==> src/rtl/bus_host_arbiter_if.sv <==
// Signal bundle between the upstream hosts, the arbiter and the single bus host port.
// The arbiter attaches through the slave modport; the environment drives through master.
interface bus_host_arbiter_if #(
    parameter int NrHosts      = 2,
    parameter int DataWidth    = 32,
    parameter int AddressWidth = 32
);
    localparam int BeWidth = DataWidth / 8;

    // Upstream requesters, one lane per host
    logic [NrHosts-1:0]                   host_req_i;
    logic [NrHosts-1:0]                   host_gnt_o;
    logic [NrHosts-1:0][AddressWidth-1:0] host_addr_i;
    logic [NrHosts-1:0]                   host_we_i;
    logic [NrHosts-1:0][BeWidth-1:0]      host_be_i;
    logic [NrHosts-1:0][DataWidth-1:0]    host_wdata_i;
    logic [NrHosts-1:0]                   host_rvalid_o;
    logic [NrHosts-1:0][DataWidth-1:0]    host_rdata_o;
    logic [NrHosts-1:0]                   host_err_o;

    // Single host port of the bus
    logic                                 out_req_o;
    logic [AddressWidth-1:0]              out_addr_o;
    logic                                 out_we_o;
    logic [BeWidth-1:0]                   out_be_o;
    logic [DataWidth-1:0]                 out_wdata_o;
    logic                                 out_gnt_i;
    logic                                 out_rvalid_i;
    logic [DataWidth-1:0]                 out_rdata_i;
    logic                                 out_err_i;

    modport slave (
        input  host_req_i, host_addr_i, host_we_i, host_be_i, host_wdata_i,
        input  out_gnt_i, out_rvalid_i, out_rdata_i, out_err_i,
        output host_gnt_o, host_rvalid_o, host_rdata_o, host_err_o,
        output out_req_o, out_addr_o, out_we_o, out_be_o, out_wdata_o
    );

    modport master (
        output host_req_i, host_addr_i, host_we_i, host_be_i, host_wdata_i,
        output out_gnt_i, out_rvalid_i, out_rdata_i, out_err_i,
        input  host_gnt_o, host_rvalid_o, host_rdata_o, host_err_o,
        input  out_req_o, out_addr_o, out_we_o, out_be_o, out_wdata_o
    );
endinterface

==> src/rtl/bus_host_arbiter.sv <==
// Shares one bus host port among NrHosts requesters and routes in-order responses back by ID FIFO.
// BUS_HOST_ARB_ROUND_ROBIN_EN selects round-robin arbitration; undefined gives fixed lowest-index priority.
module bus_host_arbiter #(
    parameter int NrHosts        = 2,
    parameter int DataWidth      = 32,
    parameter int AddressWidth   = 32,
    parameter int MaxOutstanding = 2
) (
    input  logic              clk_i,
    input  logic              rst_i,
    bus_host_arbiter_if.slave bus_if,
    output logic              protocol_err_o
);
    localparam int BeWidth  = DataWidth / 8;
    localparam int IdWidth  = (NrHosts > 1) ? $clog2(NrHosts) : 1;
    localparam int PtrWidth = (MaxOutstanding > 1) ? $clog2(MaxOutstanding) : 1;
    localparam int CntWidth = $clog2(MaxOutstanding + 1);

    localparam logic [0:0] LOCK_FREE = 1'b0;
    localparam logic [0:0] LOCK_HELD = 1'b1;

    logic [IdWidth-1:0]      id_mem [MaxOutstanding];
    logic [PtrWidth-1:0]     rd_ptr;
    logic [PtrWidth-1:0]     wr_ptr;
    logic [CntWidth-1:0]     count;
    logic [0:0]              lock_state;
    logic [IdWidth-1:0]      lock_id;

    logic                    any_req;
    logic                    fifo_full;
    logic                    fifo_empty;
    logic                    out_req;
    logic                    lock_hit;
    logic                    push;
    logic                    pop;
    logic                    spurious;
    logic [IdWidth-1:0]      arb_start;
    logic [IdWidth-1:0]      arb_sel;
    logic [IdWidth-1:0]      sel;
    logic [IdWidth-1:0]      head;
    logic [AddressWidth-1:0] sel_addr;
    logic [BeWidth-1:0]      sel_be;
    logic [DataWidth-1:0]    sel_wdata;

    // First requesting host at or after start, wrapping at NrHosts.
    function automatic logic [IdWidth-1:0] first_from(input logic [NrHosts-1:0] req,
                                                     input logic [IdWidth-1:0] start);
        logic [IdWidth-1:0] idx;
        first_from = '0;
        for (int i = NrHosts - 1; i >= 0; i--) begin
            idx = IdWidth'((int'(start) + i) % NrHosts);
            if (req[idx]) first_from = idx;
        end
    endfunction

    function automatic logic [PtrWidth-1:0] next_ptr(input logic [PtrWidth-1:0] p);
        return (p == PtrWidth'(MaxOutstanding - 1)) ? '0 : p + PtrWidth'(1);
    endfunction

`ifdef BUS_HOST_ARB_ROUND_ROBIN_EN
    logic [IdWidth-1:0] rr_ptr;
    assign arb_start = rr_ptr;
`else
    assign arb_start = '0;
`endif

    // A full FIFO blocks even when a pop lands in the same cycle, keeping rvalid off the req path.
    assign any_req    = |bus_if.host_req_i;
    assign fifo_full  = (count == CntWidth'(MaxOutstanding));
    assign fifo_empty = (count == '0);
    assign out_req    = any_req && !fifo_full;

    assign lock_hit   = (lock_state == LOCK_HELD) && bus_if.host_req_i[lock_id];
    assign arb_sel    = first_from(bus_if.host_req_i, arb_start);
    assign sel        = lock_hit ? lock_id : arb_sel;

    assign push       = out_req && bus_if.out_gnt_i;
    assign head       = id_mem[rd_ptr];
    assign pop        = bus_if.out_rvalid_i && !fifo_empty;
    assign spurious   = bus_if.out_rvalid_i && fifo_empty;

    assign sel_addr   = bus_if.host_addr_i[sel];
    assign sel_be     = bus_if.host_be_i[sel];
    assign sel_wdata  = bus_if.host_wdata_i[sel];

    // Request path: mux the selected host onto the bus, grant only that host.
    always_comb begin
        // NOTE: every output gets a default before any condition, so no path leaves a latch.
        bus_if.out_req_o   = out_req;
        bus_if.out_addr_o  = '0;
        bus_if.out_we_o    = 1'b0;
        bus_if.out_be_o    = '0;
        bus_if.out_wdata_o = '0;
        bus_if.host_gnt_o  = '0;
        if (out_req) begin
            bus_if.out_addr_o  = sel_addr;
            bus_if.out_we_o    = bus_if.host_we_i[sel];
            bus_if.out_be_o    = sel_be;
            bus_if.out_wdata_o = sel_wdata;
        end
        if (push) bus_if.host_gnt_o[sel] = 1'b1;
    end

    // Response path: data is broadcast, valid/err go only to the FIFO head owner.
    always_comb begin
        bus_if.host_rvalid_o = '0;
        bus_if.host_err_o    = '0;
        for (int h = 0; h < NrHosts; h++) begin
            bus_if.host_rdata_o[h] = bus_if.out_rdata_i;
        end
        if (pop) begin
            bus_if.host_rvalid_o[head] = 1'b1;
            bus_if.host_err_o[head]    = bus_if.out_err_i;
        end
    end

    // NOTE: entries are only read while count says they are valid, so the storage needs no reset.
    always_ff @(posedge clk_i) begin
        if (push) id_mem[wr_ptr] <= sel;
    end

    always_ff @(posedge clk_i or posedge rst_i) begin
        // NOTE: non-blocking assignments so every flop samples pre-edge values.
        if (rst_i) begin
            rd_ptr <= '0;
            wr_ptr <= '0;
            count  <= '0;
        end else begin
            if (push) wr_ptr <= next_ptr(wr_ptr);
            if (pop)  rd_ptr <= next_ptr(rd_ptr);
            if (push && !pop)      count <= count + CntWidth'(1);
            else if (pop && !push) count <= count - CntWidth'(1);
        end
    end

    // Hold the chosen host while its request waits for gnt; a dropped request simply re-arbitrates.
    always_ff @(posedge clk_i or posedge rst_i) begin
        if (rst_i) begin
            lock_state <= LOCK_FREE;
            lock_id    <= '0;
        end else if (out_req && !bus_if.out_gnt_i) begin
            lock_state <= LOCK_HELD;
            lock_id    <= sel;
        end else begin
            lock_state <= LOCK_FREE;
        end
    end

`ifdef BUS_HOST_ARB_ROUND_ROBIN_EN
    always_ff @(posedge clk_i or posedge rst_i) begin
        if (rst_i) begin
            rr_ptr <= '0;
        end else if (push) begin
            rr_ptr <= (sel == IdWidth'(NrHosts - 1)) ? '0 : sel + IdWidth'(1);
        end
    end
`endif

    // Sticky: a response with nothing in flight means host and bus disagree.
    always_ff @(posedge clk_i or posedge rst_i) begin
        if (rst_i) begin
            protocol_err_o <= 1'b0;
        end else if (spurious) begin
            protocol_err_o <= 1'b1;
        end
    end
endmodule

==> src/flat_wrapper.sv <==
// flat-port wrapper written by rule: the top's interface ports become plain ports
module bus_host_arbiter_flat 
#(
    parameter int NrHosts        = 2,
    parameter int DataWidth      = 32,
    parameter int AddressWidth   = 32,
    parameter int MaxOutstanding = 2
)
  (clk_i, rst_i, protocol_err_o, bus_if_host_req_i, bus_if_host_addr_i, bus_if_host_we_i, bus_if_host_be_i, bus_if_host_wdata_i, bus_if_out_gnt_i, bus_if_out_rvalid_i, bus_if_out_rdata_i, bus_if_out_err_i, bus_if_host_gnt_o, bus_if_host_rvalid_o, bus_if_host_rdata_o, bus_if_host_err_o, bus_if_out_req_o, bus_if_out_addr_o, bus_if_out_we_o, bus_if_out_be_o, bus_if_out_wdata_o);
  bus_host_arbiter_if #(.NrHosts(NrHosts), .DataWidth(DataWidth), .AddressWidth(AddressWidth)) bus_if_i ();
  input  logic clk_i;
  input  logic rst_i;
  output logic protocol_err_o;
  input wire logic [$bits(bus_if_i.host_req_i)-1:0] bus_if_host_req_i;
  input wire logic [$bits(bus_if_i.host_addr_i)-1:0] bus_if_host_addr_i;
  input wire logic [$bits(bus_if_i.host_we_i)-1:0] bus_if_host_we_i;
  input wire logic [$bits(bus_if_i.host_be_i)-1:0] bus_if_host_be_i;
  input wire logic [$bits(bus_if_i.host_wdata_i)-1:0] bus_if_host_wdata_i;
  input wire logic [$bits(bus_if_i.out_gnt_i)-1:0] bus_if_out_gnt_i;
  input wire logic [$bits(bus_if_i.out_rvalid_i)-1:0] bus_if_out_rvalid_i;
  input wire logic [$bits(bus_if_i.out_rdata_i)-1:0] bus_if_out_rdata_i;
  input wire logic [$bits(bus_if_i.out_err_i)-1:0] bus_if_out_err_i;
  output wire logic [$bits(bus_if_i.host_gnt_o)-1:0] bus_if_host_gnt_o;
  output wire logic [$bits(bus_if_i.host_rvalid_o)-1:0] bus_if_host_rvalid_o;
  output wire logic [$bits(bus_if_i.host_rdata_o)-1:0] bus_if_host_rdata_o;
  output wire logic [$bits(bus_if_i.host_err_o)-1:0] bus_if_host_err_o;
  output wire logic [$bits(bus_if_i.out_req_o)-1:0] bus_if_out_req_o;
  output wire logic [$bits(bus_if_i.out_addr_o)-1:0] bus_if_out_addr_o;
  output wire logic [$bits(bus_if_i.out_we_o)-1:0] bus_if_out_we_o;
  output wire logic [$bits(bus_if_i.out_be_o)-1:0] bus_if_out_be_o;
  output wire logic [$bits(bus_if_i.out_wdata_o)-1:0] bus_if_out_wdata_o;
  assign bus_if_i.host_req_i = bus_if_host_req_i;
  assign bus_if_i.host_addr_i = bus_if_host_addr_i;
  assign bus_if_i.host_we_i = bus_if_host_we_i;
  assign bus_if_i.host_be_i = bus_if_host_be_i;
  assign bus_if_i.host_wdata_i = bus_if_host_wdata_i;
  assign bus_if_i.out_gnt_i = bus_if_out_gnt_i;
  assign bus_if_i.out_rvalid_i = bus_if_out_rvalid_i;
  assign bus_if_i.out_rdata_i = bus_if_out_rdata_i;
  assign bus_if_i.out_err_i = bus_if_out_err_i;
  assign bus_if_host_gnt_o = bus_if_i.host_gnt_o;
  assign bus_if_host_rvalid_o = bus_if_i.host_rvalid_o;
  assign bus_if_host_rdata_o = bus_if_i.host_rdata_o;
  assign bus_if_host_err_o = bus_if_i.host_err_o;
  assign bus_if_out_req_o = bus_if_i.out_req_o;
  assign bus_if_out_addr_o = bus_if_i.out_addr_o;
  assign bus_if_out_we_o = bus_if_i.out_we_o;
  assign bus_if_out_be_o = bus_if_i.out_be_o;
  assign bus_if_out_wdata_o = bus_if_i.out_wdata_o;
  bus_host_arbiter #(.NrHosts(NrHosts), .DataWidth(DataWidth), .AddressWidth(AddressWidth), .MaxOutstanding(MaxOutstanding)) u_core (.clk_i(clk_i), .rst_i(rst_i), .bus_if(bus_if_i), .protocol_err_o(protocol_err_o));
endmodule
==> config.mk <==
export PLATFORM = sky130hd
export DESIGN_NAME = bus_host_arbiter_flat
export DESIGN_NICKNAME = d
export VERILOG_FILES = /design/src/rtl/bus_host_arbiter_if.sv /design/src/rtl/bus_host_arbiter.sv /design/src/flat_wrapper.sv
export SDC_FILE = /design/constraint.sdc
export NUM_CORES = 1
export LEC_CHECK = 0
export CAP_MARGIN = 30
export CELL_PAD_IN_SITES_DETAIL_PLACEMENT = 1
export CELL_PAD_IN_SITES_GLOBAL_PLACEMENT = 1
export CORE_MARGIN = 2
export CORE_UTILIZATION = 14
export DETAILED_ROUTE_END_ITERATION = 8
export HOLD_SLACK_MARGIN = 0.05
export PLACE_DENSITY_LB_ADDON = 0.1
export SYNTH_ARGS = -nofsm -noshare
export SYNTH_HDL_FRONTEND = slang
export SYNTH_SLANG_ARGS = --single-unit
==> constraint.sdc <==
create_clock -name clk_i -period 1.8 [get_ports clk_i]
set_input_delay 0.27 -clock clk_i [delete_from_list [all_inputs] [get_ports clk_i]]
set_output_delay 0.27 -clock clk_i [all_outputs]
set_load 0.005 [all_outputs]
### Word-level counts from Yosys, hierarchy flattened

Memories as Yosys holds them, arrays and structs flattened.
Cells that the tools add are included.

| storage, ports and cells | value |
|---|---|
| bits in writable memories | 2 |
| input port bits | 177 |
| output and inout bits | 141 |
| bits in registers | 7 |
| logic and storage cells | 67 |
| memories kept | 1 |

| operators by class | value |
|---|---|
| bitwise operators | 1 |
| equal/unequal tests | 1 |
| reduce and logical (&&, ||, !) cells | 18 |
| add/sub/neg operators | 4 |
| $lt $le $gt $ge | 5 |
| multiplexer cells | 31 |

Memory list:

| name | words | width | read ports | clocked after memory_dff | wr ports | RTL line | text |
|---|---|---|---|---|---|---|---|
| u_core.id_mem | 2 | 1 | 1 | 0 | 1 | bus_host_arbiter.sv:22 | `logic [IdWidth-1:0] id_mem [MaxOutstanding];` |

Operator list:

| cell | number |
|---|---|
| $mux W32 | 6 |
| $mux W1 | 15 |
| $mux W4 | 3 |
| $logic_and A1 B1 Y1 | 10 |
| $mux W2 | 5 |
| $lt A1 B2 Y1 const B | 3 |
| $logic_not A1 Y1 | 5 |
| $add A1 B1 Y1 const B | 2 |
| $add A2 B1 Y2 const B | 1 |
| $and A2 B2 Y2 | 1 |
| $demux W1 S1 | 2 |
| $eq A2 B2 Y1 const B | 1 |
| $ge A1 B1 Y1 const B | 2 |
| $logic_not A2 Y1 | 1 |
| $reduce_bool A2 Y1 | 1 |
| $reduce_or A2 Y1 | 1 |
| $sub A2 B1 Y2 const B | 1 |

### Longest topological paths before layout

Gate-level depths: netlist (run 1).

| logic depth | value |
|---|---|
| depth after elaboration | 9 |
| mapped depth | 8 |

### Worst setup path before layout (run 1)

Ideal clock, no wire load.

| timing path | value |
|---|---|
| kind | input port to flip-flop |
| from | in bus_if_host_req_i[1] |
| to | reg u_core.count[1] |
| path slack | 365 ps |
| data required time | 1721 ps |
| stages on the path | 8 |
| data arrival time | 1355 ps |
| path buffers | 1 |
| path through | buf_2 nor2_1 nand3b_1 inv_1 ha_1 xor2_1 nor2_1 xor2_1 |

| between the ends | value |
|---|---|
| word-level cells in the longest chain between the ends | 6 |
| elaborated cells on any way between the ends | 8 |
| classes of those cells | mux (1); reduce/logical (7) |

Ends and longest elaborated chain:

| element | RTL line | text |
|---|---|---|
| from (decl) | flat_wrapper.sv:14 | `input wire logic [$bits(bus_if_i.host_req_i)-1:0] bus_if_host_req_i;` |
| $reduce_or A2 Y1 * | bus_host_arbiter.sv:68 | `assign any_req = \|bus_if.host_req_i;` |
| $logic_and A1 B1 Y1 * | bus_host_arbiter.sv:71 | `assign out_req = any_req && !fifo_full;` |
| $logic_and A1 B1 Y1 * | bus_host_arbiter.sv:77 | `assign push = out_req && bus_if.out_gnt_i;` |
| named net u_core.push | bus_host_arbiter.sv:34 | `logic push;` |
| $logic_not A1 Y1 | bus_host_arbiter.sv:132 | `else if (pop && !push) count <= count - CntWidth'(1);` |
| $logic_and A1 B1 Y1 | bus_host_arbiter.sv:132 |  |
| $reduce_bool A2 Y1 (no source line) | n/a |  |
| to (signal assigned) | bus_host_arbiter.sv:131 | `if (push && !pop) count <= count + CntWidth'(1);` |
| to (signal assigned) | bus_host_arbiter.sv:132 |  |
| to (decl) | bus_host_arbiter.sv:25 | `logic [CntWidth-1:0] count;` |

Mark *: on every way through the listed nets, which the timed path passes. The rest lies on a longest branch.
A chain may end at the register's enable or synchronous reset.

### Worst setup path after layout (run 1)

| timing path | value |
|---|---|
| from | reg u_core.lock_id |
| to | out bus_if_out_wdata_o[8] |

| between the ends | value |
|---|---|
| word-level cells in the longest chain between the ends | 7 |

Ends and longest elaborated chain:

| element | RTL line | text |
|---|---|---|
| from (decl) | bus_host_arbiter.sv:27 | `logic [IdWidth-1:0] lock_id;` |
| from (signal assigned) | bus_host_arbiter.sv:143 | `lock_id <= sel;` |
| $mux W1 (not written as such) (2 in series) | bus_host_arbiter.sv:73 | `assign lock_hit = (lock_state == LOCK_HELD) && bus_if.host_req_i[lock_id];` |
| $logic_and A1 B1 Y1 | bus_host_arbiter.sv:73 |  |
| $mux W1 * | bus_host_arbiter.sv:75 | `assign sel = lock_hit ? lock_id : arb_sel;` |
| $mux W32 (not written as such) * (2 in series) | bus_host_arbiter.sv:84 | `assign sel_wdata = bus_if.host_wdata_i[sel];` |
| $mux W32 * | bus_host_arbiter.sv:95 | `if (out_req) begin` |
| to (decl) | flat_wrapper.sv:31 | `output wire logic [$bits(bus_if_i.out_wdata_o)-1:0] bus_if_out_wdata_o;` |

Every way passes the cells marked *; elsewhere a longest branch is shown, timed or not. The select of a mux whose other input is x is not followed.

==> impl_metrics.csv, run 1 <==
group,metric,value,unit
final_layout,antenna_cells,0,
setup_path,crit_required,1530,ps
final_layout,final_layout_size_suffix_gt1_share,43.1,%
synth,ys_seq_area_share,10.4,%
synth,syn-cell-area,2270,um^2
setup_path,cp_max_fo,7,
routing,dr.pass1.iters,4,
synth,synth_fp_nets,533,
synth,synthXorXnorAreaFrac,1.93,%
synth,synth_top_family_by_area,"simple AND/OR/NAND/NOR gates",
cts,cts_root_buffer,"clkbuf_16",
synth,synth-seq-cells,9,
timing,period_share,110,%
floorplanning,die_x,131,um
timing,fin_tns_setup,-3880,ps
synth,muxShareOfSynthArea,0.441,%
setup_path,crit_arrival,1710,ps
setup_path,reg2reg_to,"u_core.count[1]",
floorplanning,num_io_pins,318,
routing,drt_iter0_drc,50,
cts,clk_latency,240,ps
cts,cts_tree,"built",
timing,hold_ws,287,ps
synth,synth_cell_types,31,
global_routing,grt_max_degree,38,
final_layout,fin_area,5090,um^2
synth,synthCells,355,
setup_path,r2r_cells,9,
setup_path,crit_type,"reg2out",
cts,clk_path_buf_depth,2,
min_path,hold_class,"in2async",
timing,final-setup-viol-count,48,
cts,hold_buffers,0,
setup_path,ff2ff_setup_slack,110,ps
routing,remaining_drc_errors,0,
synth,avgSynthCellArea,6.40,um^2
final_layout,nFillCells,1921,
placed_design,hpwl,9280,um
routing,wirelength,13500,um
final_layout,fin_nets,731,
floorplanning,die_h,131,um
floorplanning,num_rows,46,
floorplanning,start_util,14.3,%
timing,rsz0062_at_grt,"true",
pwr,leakage,2.16,nW
global_routing,grt_pass1_wl,19900,um
synth,ys_warn_count,0,
setup_path,r2r_start,"u_core.count[1]",
final_layout,instances_no_fill,768,
synth,yosys.area_share.simple,37.6,%
final_layout,final_common_cell,"clkdlybuf4s50_1",
floorplanning,core-area,15900,um^2
status,status,"finished with violations",
timing,hold_violations,0,
status,violations,"negative setup slack",
routing,wl_per_cell,17.6,um
final_layout,layout_common_cells,"144 x clkdlybuf4s50_1, 98 x nand3_1, 53 x buf_2",
placed_design,place_area,4450,um^2
global_routing,grt_pass1_vias,3462,
pwr,power_density,768,nW/um^2
placed_design,io_buffers,221,
floorplanning,dieArea,17300,um^2
cts,path_clk_slew,40,ps
timing,fin_ws,-183,ps
pwr,p_total,3.91,mW
timing,drv_slew,0,
final_layout,regArea,239,um^2
cts,htree_num_levels,1,
final_layout,multiInputGateArea,1690,um^2
timing,worst_pin_slew,331,ps
routing,ant_nets,0,
routing,viasPerCell,4.36,
timing,finClkSkew,1.65,ps
global_routing,gr-usage-all-layers,14.2,%
timing,slew_headroom,77.9,%
synth,synth_compound_area_share,18.9,%
routing,route.vias.total,3347,
pwr,ir_drop,0.000402,V
run,cap_violations,0,
final_layout,area.growth.synth_to_final,124,%
cts,cts_buffers,3,
placed_design,gp_congestion,0.748,
timing,fin_crit,1980,ps
global_routing,antenna_found_initial,0,
cts,cts_sinks,9,
synth,synth_fa_ha_area_share,0.551,%
global_routing,grt_remaining_overflow,0,
timing,max_freq,504,MHz
setup_path,crit_path_start,"u_core.lock_id",
placed_design,place_inst,720,
setup_path,cp-end-kind,"output pin",
setup_path,start_kind,"flop",
repair_timing:
item                                    4_1_cts  5_1_grt
hold endpoints to repair                      0        0
resized for setup                           256      103
buffers inserted                             20       22
endpoints found under the setup margin       76       66
pin swaps                                    28       21
cloned                                        4        5
area by class of cell:
cell class	count	share of cell area (%)
Clock buffer	3	1.47
Clock inverter	1	0.0983
Inverter	3	0.221
Multi-Input combinational cell	240	33.1
Sequential cell	9	4.69
Tap cell	216	5.31
Timing Repair Buffer	296	55.1
flip-flops by register name, indices dropped and copies added, names as in the netlist:
register,flops
u_core.count,2
u_core.id_mem,2
u_core.lock_id,1
u_core.lock_state,1
u_core.protocol_err_o,1
u_core.rd_ptr,1
u_core.wr_ptr,1
power breakdown:
part / switching [mW] / total [mW] / internal [mW]
clock network: 0.111 / 0.405 / 0.294
registers: 0.0783 / 0.373 / 0.294
logic: 1.46 / 3.13 / 1.68
total: 1.65 / 3.91 / 2.27
worst max-delay path: stages (launching register included):
cell and delay, ps:
dfrtp_2 410, a21bo_4 200, buf_8 130, nand3_1 90, a21oi_2 140, clkdlybuf4s50_1 510
how the worst max path moves through the flow:
stage          slack (ps)  cells after the start                      to
2_1_floorplan         370                      8         u_core.count[1]
3_3_place_gp         -120                      5  bus_if_out_wdata_o[18]
3_5_place_dp         -130                      6   bus_if_out_addr_o[17]
4_1_cts              -340                      6  bus_if_out_wdata_o[29]
5_1_grt              -250                      5   bus_if_out_wdata_o[8]
6_report             -180                      5   bus_if_out_wdata_o[8]
stage by stage:
step / worst slack, ps / utilization, %
2_1_floorplan: 365 / -
3_3_place_gp: -117 / 28.0
3_5_place_dp: -132 / 28.0
4_1_cts: -343 / 30.3
5_1_grt: -247 / 32.0
6_report: -183 / 32.0
layer usage:
metal,GRT usage (%),vias up,share of wire [%]
met5,0,-,0
met4,3.74,0,1.5
met3,3.47,16,6.9
met2,26.5,142,53
met1,16.0,1604,39
li1,-,1585,-
cells by family after synthesis:
logic type                 after synthesis
and+or+nand+nor                        158
AOI/OAI and AO/OA                       75
buffers and inverters                  106
DFF                                      9
adders and majority gates                1
muxes                                    1
xor gates and xnor gates                 5
synth_stat cells (all sizes together):
library cell / instances / area (um^2)
nand2b: 2 / 12.5
and3: 2 / 12.5
and4b: 1 / 10.0
a21oi: 69 / 383
xnor2: 3 / 26.3
dfrtp: 7 / 175
nor3: 1 / 5.00
o21ai: 3 / 15.0
buf: 85 / 607
clkbuf: 18 / 67.6
and2: 1 / 6.26
nand3b: 1 / 7.51
a21o: 1 / 7.51
a22oi: 1 / 7.51
a21bo: 1 / 16.3
edfxtp: 2 / 60.1
nor2b: 2 / 12.5
mux2i: 1 / 10.0
ha: 1 / 12.5
nand3: 139 / 751
nor2: 8 / 30.0
nor3b: 1 / 7.51
inv: 3 / 11.3
xor2: 2 / 17.5
(Power assumes the default switching activity.)
==> run 2, diff against run 1 <==
--- a/config.mk
+++ b/config.mk
@@ -13,6 +13,7 @@
 export DETAILED_ROUTE_END_ITERATION = 8
 export HOLD_SLACK_MARGIN = 0.05
 export PLACE_DENSITY_LB_ADDON = 0.1
+export SKIP_CTS_REPAIR_TIMING = 1
 export SYNTH_ARGS = -nofsm -noshare
 export SYNTH_HDL_FRONTEND = slang
 export SYNTH_SLANG_ARGS = --single-unit
==> run 2 against run 1 <==
  * The run still ends with negative setup slack left
  * Critical path depth did not move
  * Non-clock buffer count fell by 31
  * Total power is 4.8% lower
  * Clock power about the same
  * Register-to-register slack gained 60 ps
  * Worst hold slack better by 2.9 ps
  * Wire length down 6.7%
  * Critical endpoint is now bus_if_out_addr_o[2]
  * Largest power group unchanged
  * Highest routed layer unchanged
==> impl_metrics.csv, run 2 (synthesized netlist as in run 1, its figures left out) <==
group,metric,value,unit
placed_design,dp_slack,-132,ps
routing,wirelength,12600,um
placed_design,gp_congestion,0.748,
timing,final-setup-viol-count,17,
setup_path,crit_required,1530,ps
cts,cts_buffers,3,
floorplanning,dieArea,17300,um^2
setup_path,crit_arrival,1860,ps
timing,max_freq,469,MHz
timing,finClkSkew,2.92,ps
floorplanning,die_x,131,um
routing,wl_per_cell,17.1,um
placed_design,place_area,4450,um^2
setup_path,crit_type,"reg2out",
final_layout,final_layout_size_suffix_gt1_share,23.9,%
global_routing,gr-usage-all-layers,13.1,%
min_path,hold_class,"in2async",
placed_design,io_buffers,221,
final_layout,fin_nets,701,
status,violations,"negative setup slack",
routing,ant_nets,0,
floorplanning,die_h,131,um
pwr,ir_drop,0.000393,V
timing,fin_crit,2130,ps
timing,slew_headroom,77.4,%
final_layout,layout_common_cells,"156 x clkdlybuf4s50_1, 126 x nand3_1, 42 x a21oi_1, 42 x dlymetal6s2s_1",
final_layout,area.growth.synth_to_final,113,%
cts,cts_tree,"built",
cts,cts_sinks,9,
floorplanning,start_util,14.3,%
final_layout,antenna_cells,0,
cts,path_clk_slew,40,ps
pwr,leakage,2.35,nW
cts,htree_num_levels,1,
routing,route.vias.total,3221,
run,cap_violations,0,
cts,cts_root_buffer,"clkbuf_16",
global_routing,grt_remaining_overflow,0,
final_layout,reg_top3,"u_core.count: 2 flops, u_core.id_mem: 2 flops",
routing,remaining_drc_errors,0,
timing,hold_ws,290,ps
final_layout,fin_area,4830,um^2
timing,rsz0062_at_grt,"true",
floorplanning,num_rows,46,
global_routing,grt_pass1_vias,3298,
cts,clk_latency,240,ps
routing,dr.pass1.iters,4,
timing,fin_ws,-333,ps
setup_path,cp_max_fo,13,
final_layout,fin_util,30.4,%
floorplanning,num_io_pins,318,
timing,worst_pin_slew,339,ps
timing,hold_violations,0,
routing,drt_iter0_drc,62,
global_routing,grt_pass1_wl,18700,um
floorplanning,core-area,15900,um^2
final_layout,final_common_cell,"clkdlybuf4s50_1",
cts,clk_path_buf_depth,2,
timing,drv_slew,0,
setup_path,start_kind,"flop",
timing,period_share,118,%
setup_path,cp-end-kind,"output pin",
placed_design,hpwl,9280,um
global_routing,grt_max_degree,38,
status,status,"finished with violations",
pwr,power_density,771,nW/um^2
global_routing,antenna_found_initial,0,
routing,viasPerCell,4.36,
-- run 2: critical path, cell delays in order (launching register included) --
cell	delay, ps
dfrtp_2	440
a21bo_4	230
buf_6	190
nand3_1	90
a21oi_1	140
clkdlybuf4s50_1	520
-- run 2: final timing paths --
path	startpoint	end	slack, ps	cells past startpoint
min reg2reg	u_core.protocol_err_o	u_core.protocol_err_o	460	1
max	u_core.lock_id	bus_if_out_addr_o[2]	-330	5
min in group clk_i	u_core.protocol_err_o	u_core.protocol_err_o	460	1
max in group asynchronous	rst_i	u_core.count[0]	1240	2
min	rst_i	u_core.wr_ptr	290	2
max reg2reg	u_core.count[0]	u_core.count[1]	170	8
-- run 2: per-stage QoR --
step           total power, mW  setup TNS, ps  cells
2_1_floorplan             1.54              0    355
3_3_place_gp              3.22          -3890    720
3_5_place_dp              3.21          -4580    720
4_1_cts                   3.64         -24640    724
5_1_grt                   4.01          -5570    738
6_report                  3.72          -3860    738
-- run 2: metal layers --
layer	vias up	wire length, um	part of all wire [%]	global-route usage (%)
met5	-	0	0	0
met4	0	167	1.3	3.32
met3	16	946	7.5	3.51
met2	142	6600	52	24.2
met1	1538	4920	39	15.0
li1	1525	-	-	-
-- run 2: where the power goes --
part | internal, mW | total, mW | leakage (nW) | switching [mW]
registers | 0.295 | 0.390 | 0.0955 | 0.0953
clock network | 0.294 | 0.404 | 0.0409 | 0.110
logic | 1.62 | 2.93 | 2.22 | 1.31
total | 2.21 | 3.72 | 2.35 | 1.51
-- run 2: cell type report --
class	count	area (um^2)
flip-flops and latches	9	239
clock inverters	1	5.00
clock buffers	3	75.1
repair buffers	265	2730
fillers	1927	11100
well taps	216	270
multi-input cells	241	1500
inverters	3	11.3
